$ cat config.mk
export PLATFORM = sky130hd
export DESIGN_NAME = vrased_reset_ctrl
export DESIGN_NICKNAME = d
export VERILOG_FILES = /design/src/rtl/vrased_pkg.sv /design/src/rtl/vrased_sat_cnt.sv /design/src/rtl/vrased_reset_ctrl.sv
export SDC_FILE = /design/constraint.sdc
export NUM_CORES = 1
export LEC_CHECK = 0
export BUFFER_PORTS_ARGS = -buffer_cell sky130_fd_sc_hd__clkbuf_2
export CAP_MARGIN = 30
export CELL_PAD_IN_SITES_DETAIL_PLACEMENT = 0
export CELL_PAD_IN_SITES_GLOBAL_PLACEMENT = 1
export CORE_ASPECT_RATIO = 0.9
export CORE_MARGIN = 2
export CORE_UTILIZATION = 36
export CTS_CLUSTER_DIAMETER = 40
export CTS_CLUSTER_SIZE = 12
export DETAILED_ROUTE_END_ITERATION = 10
export HOLD_SLACK_MARGIN = 0.15
export PLACE_DENSITY = 0.8
export SLEW_MARGIN = 20
export SYNTH_ARGS = -nofsm -noshare
export SYNTH_HDL_FRONTEND = slang
export SYNTH_SLANG_ARGS = --single-unit
$ cat constraint.sdc
create_clock -name clk -period 2.8 [get_ports clk]
set_clock_uncertainty 0.05 [all_clocks]
set_input_delay 0.56 -clock clk [delete_from_list [all_inputs] [get_ports clk]]
set_output_delay 0.56 -clock clk [all_outputs]
set_load 0.05 [all_outputs]
$ cat src/rtl/vrased_pkg.sv
// vrased_pkg: shared state encoding, violation bit indices and reset-handler default for the VRASED reset controller.
package vrased_pkg;

    typedef enum logic [1:0] {
        RUN     = 2'd0,
        HOLD    = 2'd1,
        WAIT_PC = 2'd2
    } state_t;

    localparam int VIOL_W           = 6;
    localparam int VIOL_X_STACK     = 0;
    localparam int VIOL_AC          = 1;
    localparam int VIOL_ATOMICITY   = 2;
    localparam int VIOL_DMA_AC      = 3;
    localparam int VIOL_DMA_DETECT  = 4;
    localparam int VIOL_DMA_X_STACK = 5;

    localparam logic [15:0] DEFAULT_RESET_HANDLER = 16'h0000;

endpackage

$ cat src/rtl/vrased_sat_cnt.sv
// vrased_sat_cnt: saturating up-counter with synchronous clear; an increment in the clear cycle lands as 1.
module vrased_sat_cnt #(
    parameter int W = 8
) (
    input  logic         clk,
    input  logic         reset_n,
    input  logic         inc,
    input  logic         clr,
    output logic [W-1:0] q
);

    always_ff @(posedge clk or negedge reset_n)
        if (!reset_n)
            q <= '0;
        else if (clr)
            q <= W'(inc);
        else if (inc && q != {W{1'b1}})
            q <= q + W'(1);

endmodule

$ cat src/rtl/vrased_reset_ctrl.sv
// vrased_reset_ctrl: holds the CPU in reset after a monitor violation, then waits for the reset handler PC.
// Cause/count logging is built only when VRASED_CAUSE_LOG_EN is defined.
module vrased_reset_ctrl
    import vrased_pkg::*;
#(
    parameter logic [15:0] RESET_HANDLER = DEFAULT_RESET_HANDLER,
    parameter int          HOLD_CYCLES   = 8,
    parameter int          WAIT_TIMEOUT  = 64,
    parameter int          CNT_W         = 8
) (
    input  logic              clk,
    input  logic              reset_n,
    input  logic [15:0]       pc,
    input  logic [VIOL_W-1:0] viol,
    input  logic              clear_log,
    output logic              cpu_reset,
    output logic              busy,
    output logic [VIOL_W-1:0] cause,
    output logic [CNT_W-1:0]  viol_count
);

    localparam logic [7:0] HOLD_LOAD = 8'(HOLD_CYCLES - 1);
    localparam logic [7:0] WAIT_LOAD = 8'(WAIT_TIMEOUT - 1);

    state_t     state, state_nxt;
    logic [7:0] hold_cnt, hold_nxt, wait_cnt, wait_nxt;
    logic       any_viol, pc_hit, entry;

    assign any_viol = |viol;
    assign pc_hit   = pc == RESET_HANDLER;
    assign busy     = state != RUN;

    always_ff @(posedge clk or negedge reset_n)
        if (!reset_n) begin
            state     <= RUN;
            cpu_reset <= 1'b0;
            hold_cnt  <= '0;
            wait_cnt  <= '0;
        end else begin
            state     <= state_nxt;
            cpu_reset <= state_nxt == HOLD;
            hold_cnt  <= hold_nxt;
            wait_cnt  <= wait_nxt;
        end

    // A violation always wins over the PC match; a timeout re-enters HOLD as a fresh entry.
    always_comb begin
        state_nxt = state;
        hold_nxt  = hold_cnt;
        wait_nxt  = wait_cnt;
        entry     = 1'b0;
        case (state)
            RUN:
                if (any_viol) begin
                    state_nxt = HOLD;
                    hold_nxt  = HOLD_LOAD;
                    entry     = 1'b1;
                end
            HOLD:
                if (any_viol)
                    hold_nxt = HOLD_LOAD;
                else if (hold_cnt == 8'd0) begin
                    state_nxt = WAIT_PC;
                    wait_nxt  = WAIT_LOAD;
                end else
                    hold_nxt = hold_cnt - 8'd1;
            WAIT_PC:
                if (any_viol || (!pc_hit && wait_cnt == 8'd0)) begin
                    state_nxt = HOLD;
                    hold_nxt  = HOLD_LOAD;
                    entry     = 1'b1;
                end else if (pc_hit)
                    state_nxt = RUN;
                else
                    wait_nxt = wait_cnt - 8'd1;
            default:
                state_nxt = RUN;
        endcase
    end

`ifdef VRASED_CAUSE_LOG_EN
    always_ff @(posedge clk or negedge reset_n)
        if (!reset_n)
            cause <= '0;
        else
            cause <= (clear_log ? '0 : cause) | viol;

    vrased_sat_cnt #(.W(CNT_W)) u_cnt (
        .clk    (clk),
        .reset_n(reset_n),
        .inc    (entry),
        .clr    (clear_log),
        .q      (viol_count)
    );
`else
    logic unused_log;
    assign unused_log = &{1'b0, clear_log, entry};
    assign cause      = '0;
    assign viol_count = '0;
`endif

endmodule

### Word-level counts from Yosys, hierarchy flattened

Cells that the tools add are included.

* eq/ne operators: 10
* mux-type cells: 16
* $add $sub $neg: 2
* reduce and logical (&&, ||, !) cells: 13

Operator list (number)
* $mux W8: 8
* $pmux W8 S3: 1
* $logic_not A16 Y1: 1
* $logic_not A8 Y1: 2
* $pmux W8 S2: 1
* $sub A8 B1 Y8 const B: 2
* $ne A2 B2 Y1 const B: 6
* $mux W2: 5
* $pmux W2 S3: 1
* $reduce_or A6 Y1: 1
* $reduce_and A5 Y1: 1
* $eq A2 B1 Y1 const B: 2
* $reduce_and A4 Y1: 1
* $reduce_bool A2 Y1: 2
* $ne A3 B3 Y1 const B: 1
* $reduce_bool A3 Y1: 1
* $eq A2 B2 Y1 const B: 1
* $logic_not A2 Y1: 1
* $logic_and A1 B1 Y1: 1
* $logic_not A1 Y1: 1
* $logic_or A1 B1 Y1: 1

* register bits after elaboration: 19
* input bits: 25

### Depth between registers and ports, before layout

* depth in word-level cells: 7
* gate-level depth with buffers: 8

### Least setup slack after synthesis

OpenSTA, ideal clock, no wires.

* path kind: reg2reg
* start: register hold_cnt[0]
* end: register wait_cnt[6]
* buffers on the path: 0
* required time: 2.629 ns
* setup slack: 0.855 ns
* stages on the path, launching flop included: 8
* clock period less this slack: 1.945 ns
* arrival time: 1.774 ns
* cell sequence: dfrtp_1 > inv_1 > ha_1 > or4b_4 > or2_4 > nor2_8 > nor2_4 > a22o_1

* longest elaborated chain between the ends: 3

Ends and longest elaborated chain
* from (decl): RTL line vrased_reset_ctrl.sv:26 `logic [7:0] hold_cnt, hold_nxt, wait_cnt, wait_nxt;`
* from (signal assigned): RTL line vrased_reset_ctrl.sv:42 `hold_cnt <= hold_nxt;`
* $logic_not A8 Y1: RTL line vrased_reset_ctrl.sv:62 `else if (hold_cnt == 8'd0) begin`
* $ne A2 B2 Y1 (no source line)
* $reduce_and A5 Y1 (no source line)
* to (signal assigned): RTL line vrased_reset_ctrl.sv:43 `wait_cnt <= wait_nxt;`
* to (decl): RTL line vrased_reset_ctrl.sv:26

No other way between the ends.
A chain may end at the register's enable or synchronous reset.

### Worst setup path in the final report

* start: register hold_cnt[1]
* end: register hold_cnt[2]

* longest elaborated chain between the ends: 4

Ends and longest elaborated chain
* $sub A8 B1 Y8: RTL line vrased_reset_ctrl.sv:66 `hold_nxt = hold_cnt - 8'd1;`
* $mux W8: RTL line vrased_reset_ctrl.sv:62
* $mux W8: RTL line vrased_reset_ctrl.sv:60 `if (any_viol)`
* $pmux W8 S3: RTL line vrased_reset_ctrl.sv:52 `case (state)`

Parallel ways exist; a longest one is shown, timed or not. The select of a mux whose other input is x is not followed.

==> results.env <==
POWER_FRAC_CLOCK=0.357
GRT_START_MAX_NET_PINS=20
FINALSETUPVIOLCOUNT=0
INITIAL_CORE_UTIL=0.368
RSZ0062_AT_GRT='false'
CRITPATHKIND='flip-flop to flip-flop'
DRTANTENNAVIOLNETS=0
CTS_HOLD_BUFFERS_ADDED=0
FP.DIEH_UM=59.3
AREA_OF_THE_DIE_SQ_UM=3890
FILLERS=337
STATIC-LEAKAGE-POWER_nW=0.676
CLK_PIN_SLEW_NS=0.08
SYN_TO_FINAL_GROWTH_PCT=12.4
R2R-START='hold_cnt[1]$_DFFE_PN0P_'
STD_CELL_ROWS=20
FINALSETUPTNS_NS=0
CLOCK-ROOT-BUFFER='clkbuf_8'
DR_TOTAL_VIAS=1023
ANTENNA-DIODE-COUNT=0
CP.ARRIVAL_NS=2.29
FINALHOLDVIOLCOUNT=0
CTS_TREE='done'
SETUP.WORST_PATH.END_CLASS='flip-flop'
NETLIST_INSTANCES=136
FINISH.UTILIZATION=0.414
FINALMAXSLEWVIOLATIONS=0
TRITONCTS_NUM_SINKS=19
NUMCTSBUFFERS=3
POST-ROUTE-PERIOD-UTIL=0.782
PWR_DENSITY_CELL_nW_PER_UM2=388
DETAIL_ROUTE.WL_PER_CELL_UM=11.6
STDCELL_COUNT=206
GLOBAL_ROUTE.OVERFLOW_TOTAL=0
CRIT_PATH_START_KIND='flip-flop'
SYNTH.YOSYS.SEQ_AREA_SHARE=0.388
SEQ_POWER_SHARE=0.515
HOLD_PATH.CLASS='input port to async pin'
SYNTH_AREA_PER_CELL_SQ_UM=9.01
PLACED_CELLS_INCL_TAPS=202
NETSWITCHINGFRACTION=0.275
FINAL_LAYOUT_SIZE_SUFFIX_GT1_FRAC=0.247
PLACE.DETAILED.HPWL_UM=1860
YS.WARNINGS.COUNT=0
IRDROPWORSTVDD_mV=0.233
TIMING.FINAL.CRIT_PERIOD_NS=2.19
INTERNAL-POWER_mW=0.387
SYNTH-SEQ-CELLS=19
GLOBAL_ROUTE_WIRE_LENGTH_BEFORE_REPAIR_UM=3660
MOSTFREQUENTLAYOUTCELL='clkbuf_2'
GLOBALROUTETOTALUTIL=0.124
MOST_USED_CELLS_IN_THE_LAYOUT_EXCLUDING_FILL_AND_TAP_CELLS='25 x clkbuf_2, 19 x dfrtp_1, 18 x nor2_1'
WORST_SKEW_PAIR.LATE_LATENCY_NS=0.26
RRSETUPSLACK_NS=0.61
CORE_AREA_SQ_UM=3330
ROUTE.FINAL.WIRE_LENGTH_UM=2390
FMAX_MHz=456
FIRST_GLOBAL_VIAS=866
POSTCTSSETUPREPAIRBUFS=0
GRT_ANTENNA_BEFORE_REPAIR=0
DETAILEDROUTE.FIRSTITERATIONVIOLATIONS=42
GP_CONGESTION=0.762
FINAL_NETS=191
CTSHTREEMAXLEVEL=1
DETAILEDROUTE.FIRSTPASSITERATIONCOUNT=4
MULTI_INPUT_AREA_SQ_UM=637
NUMBER_OF_BUFFERS_ADDED_ON_PORTS=25
NETLIST-CELL-TYPE-COUNT=43
NETSWITCHINGPOWER_mW=0.147
PRE_CTS_WS_NS=0.604
SETUP.WORST_PATH.START='hold_cnt[1]$_DFFE_PN0P_'
DIE_WIDTH_UM=65.5
STATUS='finished, final reports clean'
POST_SYNTH_INSTANCE_AREA_SQ_UM=1220
CP_DATA_REQUIRED_TIME_NS=2.90
CLOCK_PATH_BUFFERS=2
DETAILED_ROUTE_DRC_ERROR_COUNT=0
NUMBER_OF_ENABLE_TYPE_REGISTER_CELLS_IN_THE_SYNTHESIZED_NETLIST=0
CTS_RESIZED=0
VIAS_PER_CELL=4.97
POSTLAYOUTSETUPSLACKWORST_NS=0.609
MAXCAPVIOLCOUNT=0
COMBINATIONALPOWERSHARE=0.129
IOS=41
ASYNC_FLOP_SHARE=1.00
YS.FLOP_TYPE='dfrtp_1'
AREA.SEQUENTIAL_SQ_UM=475
CRITICAL_PATH_PEAK_FANOUT=12
## worst max-delay path, cell delays in order, from the launching register on
cell,delay (ns)
dfrtp_1,0.38
inv_1,0.09
ha_1,0.21
or4b_4,0.51
o21ai_0,0.18
o211a_1,0.39
nor2_1,0.09
o22a_1,0.18
## state kept, by name, indices dropped and copies added, names as in the netlist
name / cells
hold_cnt: 8
cpu_reset: 1
wait_cnt: 8
state: 2
## power by group through the flow
stage | sequential, mW | combinational (mW) | clock, mW
2_1_floorplan | 0.280 | 0.0605 | 0
3_3_place_gp | 0.280 | 0.0679 | 0
3_5_place_dp | 0.280 | 0.0692 | 0
4_1_cts | 0.274 | 0.0692 | 0.199
5_1_grt | 0.274 | 0.0727 | 0.214
6_report | 0.274 | 0.0686 | 0.190
## logic make-up after synthesis
logic type	Yosys count	share of synthesized area
AOI/OAI and AO/OA	29	0.163
xor gates and xnor gates	1	0.00715
adders and majority gates	3	0.0306
buffers and inverters	26	0.132
DFF	19	0.388
other	1	0.00306
and+or+nand+nor	57	0.276
## per-layer routing
layer | global-route usage | vias up | routed length, um
met3 | 0.0399 | 4 | 71
li1 | - | 501 | -
met2 | 0.210 | 15 | 1240
met5 | 0 | - | 0
met4 | 0.0357 | 0 | 22
met1 | 0.154 | 503 | 1060
## metrics by stage
stage	hold WS [ns]	power, mW	instance area [sq um]
floorplan	0.214	0.340	1270
global placement	0.443	0.348	1330
detailed placement	0.449	0.349	1330
CTS	0.217	0.542	1380
global route	0.216	0.561	1380
finish	0.197	0.533	1380
## path summary, 6_finish.rpt
path                                                end  cells past startpoint
max in group asynchronous       wait_cnt[1]$_DFFE_PN0P_                      1
min in group clk                wait_cnt[0]$_DFFE_PN0P_                      1
worst min register to register  wait_cnt[0]$_DFFE_PN0P_                      1
worst min-delay path            hold_cnt[4]$_DFFE_PN0P_                      1
worst max register to register  hold_cnt[2]$_DFFE_PN0P_                      7
worst max-delay path            hold_cnt[2]$_DFFE_PN0P_                      7
## cells in the mapped netlist (2+ instances only)
library cell  number  area [sq um]
nand3_1            2          10.0
ha_1               3          37.5
o21ai_0            7          35.0
buf_4             15           113
nand2_1            9          33.8
nor3_1             7          35.0
o31ai_1            2          15.0
and3_1             2          12.5
inv_1              9          33.8
nor2_1            18          67.6
nor4_1             4          25.0
dfrtp_1           19           475
a22o_1             4          35.0
a21oi_1            6          30.0
## cell type report
class,count,area share
Clock inverter,1,0.00364
Timing Repair Buffer,25,0.0909
Tap cell,44,0.0400
Multi-Input combinational cell,104,0.463
Sequential cell,19,0.345
Clock buffer,3,0.0300
Inverter,10,0.0273
Note: power is estimated with default switching activity, not from simulation.
